## config.mk

```make
export PLATFORM = sky130hd
export DESIGN_NAME = conv2d_backprop_seq
export DESIGN_NICKNAME = d
export VERILOG_FILES = /design/src/rtl/cnn_pkg.sv /design/src/rtl/fixed_point_multiplier.sv /design/src/rtl/conv2d_backprop_seq.sv
export SDC_FILE = /design/constraint.sdc
export NUM_CORES = 2
export LEC_CHECK = 0
export BUFFER_PORTS_ARGS = -buffer_cell sky130_fd_sc_hd__buf_2
export CORE_AREA = 2 2 330 332
export DETAILED_ROUTE_END_ITERATION = 16
export DIE_AREA = 0 0 332 334
export HOLD_SLACK_MARGIN = 0.03
export PLACE_DENSITY = 0.66
export SLEW_MARGIN = 30
export SYNTH_ARGS = -nofsm -noshare
export SYNTH_HDL_FRONTEND = slang
export SYNTH_SLANG_ARGS = --single-unit
```

## constraint.sdc

```tcl
create_clock -name clk -period 29.1 [get_ports clk]
set_input_delay 2.91 -clock clk [delete_from_list [all_inputs] [get_ports clk]]
set_output_delay 2.91 -clock clk [all_outputs]
set_load 0.02 [all_outputs]
```

## src/rtl/cnn_pkg.sv

```systemverilog
// Shared fixed-point types and the backprop sequencer state encoding.
package cnn_pkg;

   localparam int FRAC_BITS = 8;

   typedef logic signed [15:0] q8_8_t;

   typedef enum logic [1:0] {
      IDLE,
      ACCUM,
      UPDATE,
      DONE
   } state_t;

endpackage

```

## src/rtl/fixed_point_multiplier.sv

```systemverilog
// Combinational Q8.8 x Q8.8 multiply, result rescaled to Q8.8 with 16-bit wrap.
module fixed_point_multiplier
   import cnn_pkg::*;
(
   input  q8_8_t a,
   input  q8_8_t b,
   output q8_8_t product
);

   logic signed [31:0] full;

   always_comb begin
      full    = 32'(a) * 32'(b);
      product = q8_8_t'(full >>> FRAC_BITS);
   end

endmodule

```

## src/rtl/conv2d_backprop_seq.sv

```systemverilog
// Sequential kernel-gradient accumulation and SGD kernel update for one conv layer.
module conv2d_backprop_seq
   import cnn_pkg::*;
#(
   parameter  int IN_SIZE     = 4,
   parameter  int KERNEL_SIZE = 3,
   localparam int OUT_SIZE    = IN_SIZE - KERNEL_SIZE + 1
) (
   input  logic               clk,
   input  logic               rst,
   input  logic               start,
   input  logic signed [15:0] input_feature [IN_SIZE][IN_SIZE],
   input  logic signed [15:0] conv_out      [OUT_SIZE][OUT_SIZE],
   input  logic signed [15:0] dL_drelu      [OUT_SIZE][OUT_SIZE],
   input  logic signed [15:0] learning_rate,
   input  logic signed [15:0] kernel_in     [KERNEL_SIZE][KERNEL_SIZE],
   output logic signed [15:0] kernel_out    [KERNEL_SIZE][KERNEL_SIZE],
   output logic signed [15:0] grad_out      [KERNEL_SIZE][KERNEL_SIZE],
   output logic               busy,
   output logic               done
);

   localparam int KW = (KERNEL_SIZE > 1) ? $clog2(KERNEL_SIZE) : 1;
   localparam int OW = (OUT_SIZE > 1) ? $clog2(OUT_SIZE) : 1;
   localparam int IW = (IN_SIZE > 1) ? $clog2(IN_SIZE) : 1;

   state_t state_q, state_d;

   logic [KW-1:0] m_q, m_d, n_q, n_d;
   logic [OW-1:0] i_q, i_d, j_q, j_d;
   logic signed [31:0] acc_q, acc_d;
   logic done_q, done_d;

   q8_8_t feat_q [IN_SIZE][IN_SIZE];
   q8_8_t feat_d [IN_SIZE][IN_SIZE];
   q8_8_t g_q    [OUT_SIZE][OUT_SIZE];
   q8_8_t g_d    [OUT_SIZE][OUT_SIZE];
   q8_8_t kern_q [KERNEL_SIZE][KERNEL_SIZE];
   q8_8_t kern_d [KERNEL_SIZE][KERNEL_SIZE];
   q8_8_t grad_q [KERNEL_SIZE][KERNEL_SIZE];
   q8_8_t grad_d [KERNEL_SIZE][KERNEL_SIZE];
   q8_8_t kout_q [KERNEL_SIZE][KERNEL_SIZE];
   q8_8_t kout_d [KERNEL_SIZE][KERNEL_SIZE];
   q8_8_t lr_q, lr_d;

   logic j_last, i_last, n_last, m_last, pos_last, tap_last;
   logic [IW-1:0] row, col;
   logic signed [31:0] prod, acc_sum;
   q8_8_t step;

   always_comb begin
      j_last   = (j_q == OW'(OUT_SIZE - 1));
      i_last   = (i_q == OW'(OUT_SIZE - 1));
      n_last   = (n_q == KW'(KERNEL_SIZE - 1));
      m_last   = (m_q == KW'(KERNEL_SIZE - 1));
      pos_last = i_last && j_last;
      tap_last = m_last && n_last;
      row      = IW'(m_q) + IW'(i_q);
      col      = IW'(n_q) + IW'(j_q);
   end

   // The UPDATE phase shares one multiplier across taps via the m/n counters.
   fixed_point_multiplier u_update_mul (
      .a       (lr_q),
      .b       (grad_q[m_q][n_q]),
      .product (step)
   );

   // State register
   always_ff @(posedge clk) begin
      if (rst) state_q <= IDLE;
      else     state_q <= state_d;
   end

   // Next-state logic
   always_comb begin
      state_d = state_q;
      case (state_q)
         IDLE:    if (start) state_d = ACCUM;
         ACCUM:   if (tap_last && pos_last) state_d = UPDATE;
         UPDATE:  if (tap_last) state_d = DONE;
         DONE:    state_d = IDLE;
         default: state_d = IDLE;
      endcase
   end

   // Output logic
   always_comb begin
      busy       = (state_q != IDLE);
      done       = done_q;
      grad_out   = grad_q;
      kernel_out = kout_q;
   end

   always_comb begin
      m_d    = m_q;
      n_d    = n_q;
      i_d    = i_q;
      j_d    = j_q;
      acc_d  = acc_q;
      feat_d = feat_q;
      g_d    = g_q;
      kern_d = kern_q;
      lr_d   = lr_q;
      grad_d = grad_q;
      kout_d = kout_q;

      prod    = 32'(feat_q[row][col]) * 32'(g_q[i_q][j_q]);
      acc_sum = acc_q + prod;

      case (state_q)
         IDLE: begin
            if (start) begin
               feat_d = input_feature;
               kern_d = kernel_in;
               lr_d   = learning_rate;
               for (int unsigned r = 0; r < OUT_SIZE; r++)
                  for (int unsigned c = 0; c < OUT_SIZE; c++)
                     g_d[r][c] = conv_out[r][c][15] ? '0 : dL_drelu[r][c];
               acc_d = '0;
               m_d   = '0;
               n_d   = '0;
               i_d   = '0;
               j_d   = '0;
            end
         end
         ACCUM: begin
            // Writing the final sum and zeroing acc on the same edge clears it for the next tap.
            if (pos_last) begin
               acc_d            = '0;
               grad_d[m_q][n_q] = q8_8_t'(acc_sum >>> FRAC_BITS);
            end else begin
               acc_d = acc_sum;
            end
            j_d = j_q + OW'(1);
            if (j_last) begin
               j_d = '0;
               i_d = i_q + OW'(1);
               if (i_last) begin
                  i_d = '0;
                  n_d = n_q + KW'(1);
                  if (n_last) begin
                     n_d = '0;
                     m_d = m_last ? '0 : m_q + KW'(1);
                  end
               end
            end
         end
         UPDATE: begin
            kout_d[m_q][n_q] = kern_q[m_q][n_q] - step;
            n_d = n_q + KW'(1);
            if (n_last) begin
               n_d = '0;
               m_d = m_last ? '0 : m_q + KW'(1);
            end
         end
         default: ;
      endcase

      done_d = (state_d == DONE);
   end

   always_ff @(posedge clk) begin
      if (rst) begin
         m_q    <= '0;
         n_q    <= '0;
         i_q    <= '0;
         j_q    <= '0;
         acc_q  <= '0;
         done_q <= 1'b0;
         lr_q   <= '0;
         feat_q <= '{default: '0};
         g_q    <= '{default: '0};
         kern_q <= '{default: '0};
         grad_q <= '{default: '0};
         kout_q <= '{default: '0};
      end else begin
         m_q    <= m_d;
         n_q    <= n_d;
         i_q    <= i_d;
         j_q    <= j_d;
         acc_q  <= acc_d;
         done_q <= done_d;
         lr_q   <= lr_d;
         feat_q <= feat_d;
         g_q    <= g_d;
         kern_q <= kern_d;
         grad_q <= grad_d;
         kout_q <= kout_d;
      end
   end

endmodule

```

== Yosys cells after proc, flatten, opt, wreduce, memory -nomap -nowiden ==
Index checks and enable logic that the tools add are counted.

* Multipliers: 2
* Mux-type cells: 57
* Equal/unequal tests: 9
* Bitwise gates (word level): 6
* $add $sub $neg: 8
* Magnitude comparators: 8
* Reductions and logical operators: 14

{| class="wikitable"
|+ Operator list
! kind !! number
|-
| $bwmux W144 || 2
|-
| $mux W48 || 5
|-
| $mux W16 || 14
|-
| $bmux W48 S2 || 2
|-
| $mux W32 || 5
|-
| $bmux W64 S2 || 1
|-
| $mux W64 || 2
|-
| $bmux W16 S2 || 3
|-
| $demux W48 S2 || 1
|-
| $pmux W32 S2 || 1
|-
| $add A32 B32 Y32 || 1
|-
| $demux W16 S2 || 1
|-
| $mul A16 B16 Y32 || 1
|-
| $mul A16 B16 Y24 || 1
|-
| $mux W2 || 11
|-
| $sub A16 B16 Y16 || 1
|-
| $ge A3 B3 Y1 const B || 4
|-
| $not A2 Y3 || 4
|-
| $pmux W2 S3 || 2
|-
| $eq A2 B2 Y1 const B || 5
|-
| $pmux W2 S4 || 1
|-
| $lt A3 B1 Y1 const B || 2
|-
| $ne A2 B2 Y1 const B || 3
|-
| $reduce_and A2 Y1 || 3
|-
| other kinds (14) || 28
|}

* Register bits after elaboration: 809
* Word-level logic and storage cells: 159
* Output and inout port bits: 290
* Bits of input ports: 547

== Depth between registers and ports, before layout ==
* Depth in word-level cells: 12
* Gate-level depth with buffers: 44
* Mapped depth without buffers: 37

== Hierarchy ==
A second synthesis with hierarchy kept.

* Cell total of the unflattened synthesis: 5967
* Area, all modules: 49307.3 sq um

{| class="wikitable"
|+ Modules (own cells, without submodules)
! module !! cells an instance !! instances !! area an instance (sq um)
|-
| conv2d_backprop_seq || 5096 || 1 || 41686.2
|-
| fixed_point_multiplier || 871 || 1 || 7621.1
|}

== Worst setup path before layout ==
No wires, ideal clock.

* Path type: register to register
* Start point: register m_q[0]
* End point: register kout_q, in the netlist kernel_out[142]
* Path buffers: 8
* Stages on the path, launching flop included: 42
* Period minus slack after synthesis: 10.055 ns
* Setup time: 0.120 ns
* Data required time: 28.980 ns
* Setup slack: 19.045 ns
* Arrival: 9.936 ns
* Cells stage by stage: dfxtp_1 > clkbuf_2 > buf_2 > buf_2 > buf_2 > buf_2 > buf_2 > mux2i_1 > o21ai_0 > a2111oi_0 > buf_1 > nand2b_1 > fa_1 > fa_1 > inv_1 > ha_1 > inv_1 > fa_1 > [... 6 more ...] > nand2_1 > or2_2 > a2111oi_2 > nor4b_1 > o21ba_2 > nor2b_1 > nor2_1 > o21ai_0 > xnor2_1 > ha_1 > a21o_1 > a21oi_1 > o21ai_0 > a211o_1 > a21oi_1 > clkbuf_1 > nor4_1 > a211o_1

* Cells in the longest elaborated chain, start to end: 10
* Elaborated cells on any way between the ends: 21
* Those cells by class: add/sub: 1; mul: 1; order compare: 2; mux: 15; bitwise: 1; reduce/logical: 1

{| class="wikitable"
|+ Ends and longest elaborated chain
! what !! line !! text
|-
| start: declaration || conv2d_backprop_seq.sv:29 || <nowiki>logic [KW-1:0] m_q, m_d, n_q, n_d;</nowiki>
|-
| start signal: assignment || conv2d_backprop_seq.sv:178 || <nowiki>m_q <= m_d;</nowiki>
|-
| $not A2 Y3 (not written as such) (*) || conv2d_backprop_seq.sv:65, conv2d_backprop_seq.sv:150 ||
|-
| $bmux W48 S2 || conv2d_backprop_seq.sv:65 || <nowiki>.b (grad_q[m_q][n_q]),</nowiki>
|-
| $mux W48 (not written as such) (2 in series) || conv2d_backprop_seq.sv:65 ||
|-
| $bmux W16 S2 || conv2d_backprop_seq.sv:65 ||
|-
| $mux W16 (not written as such) (2 in series) || conv2d_backprop_seq.sv:65 ||
|-
| $mul A16 B16 Y24 || fixed_point_multiplier.sv:13 || <nowiki>full = 32'(a) * 32'(b);</nowiki>
|-
| $sub A16 B16 Y16 || conv2d_backprop_seq.sv:150 || <nowiki>kout_d[m_q][n_q] = kern_q[m_q][n_q] - step;</nowiki>
|-
| $bwmux W144 (*) || conv2d_backprop_seq.sv:150 ||
|-
| end signal: assignment || conv2d_backprop_seq.sv:189 || <nowiki>kout_q <= kout_d;</nowiki>
|-
| end: declaration || conv2d_backprop_seq.sv:42 || <nowiki>q8_8_t kout_q [KERNEL_SIZE][KERNEL_SIZE];</nowiki>
|}

Every way passes the cells marked *; elsewhere a longest branch is shown, timed or not. The select of a mux whose other input is x is not followed.
A chain may end at the register's enable or synchronous reset.

== Worst setup path in the final report ==
* Start point: register m_q[1]
* End point: register kout_q, in the netlist kernel_out[79]

Same word-level chain as after synthesis.

==> impl_metrics.json <==
{
  "avgViaCountPerCell": 5.53,
  "grt_max_degree": 246,
  "use_met2_pct": 48.7,
  "clk_path_buf_depth": 3,
  "die_h_um": 334,
  "ys_seq_elements": 801,
  "syn_nets": 6917,
  "io_buffers": 776,
  "avgSynthCellArea_um2": 8.42,
  "core_um2": 108000,
  "min_path_type": "flop to flop",
  "synthDistinctLibCells": 77,
  "grtUsageMet1_pct": 42.3,
  "crit_fanout": 52,
  "finClkSkew_ns": 0.0527,
  "drt_iter0_drc": 4597,
  "gr-total-overflow": 0,
  "grt_pass1_wl_um": 267000,
  "synth_cells": 5801,
  "p_leak_nw": 24.4,
  "clk_pin_slew_worst_paths_ns": 0.06,
  "min_period_ns": 11.38,
  "wl_per_cell_um": 22.7,
  "ys.flop_type": "dfxtp_1",
  "synth_top_area_share_pct": 32.8,
  "synthArstFlopShare_pct": 0,
  "worstPathRequired_ns": 29.65,
  "p_per_area_nw_per_um2": 50.7,
  "multi_input_area_um2": 29700,
  "drtAntennaViolNets": 0,
  "worst_pin_slew_ns": 1.08,
  "layout.nets": 7473,
  "synth_edf_count": 0,
  "ir_drop_mv": 0.0432,
  "num_rows": 121,
  "postCtsSetupRepairBufs": 0,
  "cts_tree": "built",
  "slew_violations": 0,
  "synth_warnings": 0,
  "setup_tns_ns": 0,
  "top_usage_layer": "met2",
  "dpl.hpwl_um": 136000,
  "use_met3_pct": 9.21,
  "cpMaxStageDelayCell": "a221oi_1",
  "syn2layout_area_growth_pct": 16.9,
  "dieArea_um2": 111000,
  "vias": 43700,
  "cts_hold_buffers": 0,
  "drv_cap": 0,
  "worstSetupPathType": "flop to flop",
  "synthesis.area_um2": 48900,
  "die_w_um": 332,
  "postCtsResizedCells": 0,
  "clock-sinks": 801,
  "seq_area_um2": 16000,
  "drc": 0,
  "cts_buffers": 90,
  "rsz0062_at_grt": "false",
  "antenna_found_initial": 73,
  "critPathLaunchType": "flop",
  "slowest_delay_ns": 0.87,
  "drive_above_1_share_pct": 18.0,
  "clock-root-buffer": "clkbuf_16",
  "grt_usage_pct": 31.8,
  "yosys.area.top_type": "dfxtp_1",
  "h-tree-depth": 3,
  "slew_headroom_pct": 27.7,
  "most-common-layout-cells": "nand2_1, dfxtp_1, a21oi_1, buf_2, inv_1",
  "synth_area_leaders": "dfxtp_1, fa_1, nand2_1",
  "layout_commonest_cell": "nand2_1",
  "timing.fmax_ghz": 0.0879,
  "globalplace.congestion": 0.955,
  "grt_pass1_vias": 42200,
  "boundaryPins": 837,
  "nFillCells": 10200,
  "setup_viol": 0,
  "initial_core_util_pct": 45.3,
  "drt_wl_total_um": 179000,
  "seq_area_frac_synth_pct": 32.8,
  "holdWs_ns": 0.450,
  "hold_viol": 0,
  "dr.pass1.iters": 6,
  "worstSkewPairLatency_ns": 0.71,
  "fin_crit_sh_pct": 39.1,
  "power_mw": 2.90,
  "worstPathArrival_ns": 11.93,
  "status": "complete, no violations",
  "critPathCaptureType": "flop"
}
==> cell families (layout without fill, tap and decap cells) <==
logic type	Yosys count	in the layout	synth area share, %
muxes	164	164	5.75
AOI/OAI and AO/OA	1070	1070	12.4
DFF	801	801	32.8
adders and majority gates	569	569	20.7
xor gates and xnor gates	87	87	1.77
and+or+nand+nor	2234	2234	19.7
other	0	46	0
buffers and inverters	876	1504	6.86
==> critical path: cells and delay by family, from the launching register on <==
kind | cells | cell delay, ns
buf+inv | 5 | 0.84
xor+xnor | 2 | 0.72
flops | 1 | 0.51
simple gates | 9 | 2.41
compound gates | 11 | 3.59
fa+ha+maj | 8 | 3.11
==> through the flow <==
| stage | utilization [%] | std cells | cell area (um^2) | setup WS, ns |
|---|---|---|---|---|
| 6_report | 53.0 | 7889 | 57100 | 17.72 |
| 3_5_place_dp | 49.9 | 7677 | 53800 | 17.97 |
| 2_1_floorplan | - | 5801 | 48900 | 19.04 |
| 4_1_cts | 52.8 | 7841 | 56900 | 17.95 |
| 5_1_grt | 52.9 | 7880 | 57100 | 17.30 |
| 3_3_place_gp | 49.9 | 7677 | 53800 | 18.04 |
==> final timing paths <==
check	slack, ns	cells after the start	end	startpoint
max	17.72	35	kernel_out[79]$_SDFFE_PP0P_	m_q[1]$_SDFFE_PP0P_
min	0.45	2	feat_q[238]$_SDFFE_PP0P_	feat_q[238]$_SDFFE_PP0P_
max reg2reg	17.72	35	kernel_out[79]$_SDFFE_PP0P_	m_q[1]$_SDFFE_PP0P_
min reg2reg	0.45	2	feat_q[238]$_SDFFE_PP0P_	feat_q[238]$_SDFFE_PP0P_
==> metal layers <==
layer / vias up / wire length (um)
met5: - / 253
met4: 32 / 7630
met3: 420 / 19400
met2: 2112 / 80000
met1: 21200 / 72200
li1: 19900 / -
==> cell usage after synthesis, drive strengths merged (12+ instances only) <==
master	count
mux2	12
nor3	20
nor3b	75
buf	65
a211oi	54
nand2	1362
inv	486
xnor2	62
nor4	12
dfxtp	801
fa	396
xor2	20
nand2b	38
nor2	409
nand3	27
a22oi	48
mux4	90
ha	173
a21o	15
a21oi	786
clkbuf	324
and2	192
o21ai	50
nor2b	53
mux2i	62
==> sequential cells by signal, summed over array words and instances, names as in the netlist <==
| register | cells |
|---|---|
| feat_q | 256 |
| j_last | 1 |
| state_q | 2 |
| grad_out | 144 |
| lr_q | 16 |
| kernel_out | 144 |
| done | 1 |
| m_q | 2 |
| g_q | 64 |
| kern_q | 144 |
| acc_q | 24 |
| n_q | 2 |
| i_last | 1 |
==> report_power, final <==
group | switching [mW] | internal, mW
Sequential | 0.0343 | 1.14
Clock | 0.507 | 0.675
Combinational | 0.364 | 0.175
Total | 0.905 | 1.99
==> final cells by class <==
class	instances	share of cell area, %
Timing Repair Buffer	853	8.01
Antenna cell	46	0.202
Clock buffer	133	4.72
Sequential cell	801	28.1
Inverter	487	3.20
Multi-Input combinational cell	4124	52.0
Clock inverter	31	0.697
Tap cell	1414	3.10
(Power assumes the default switching activity.)
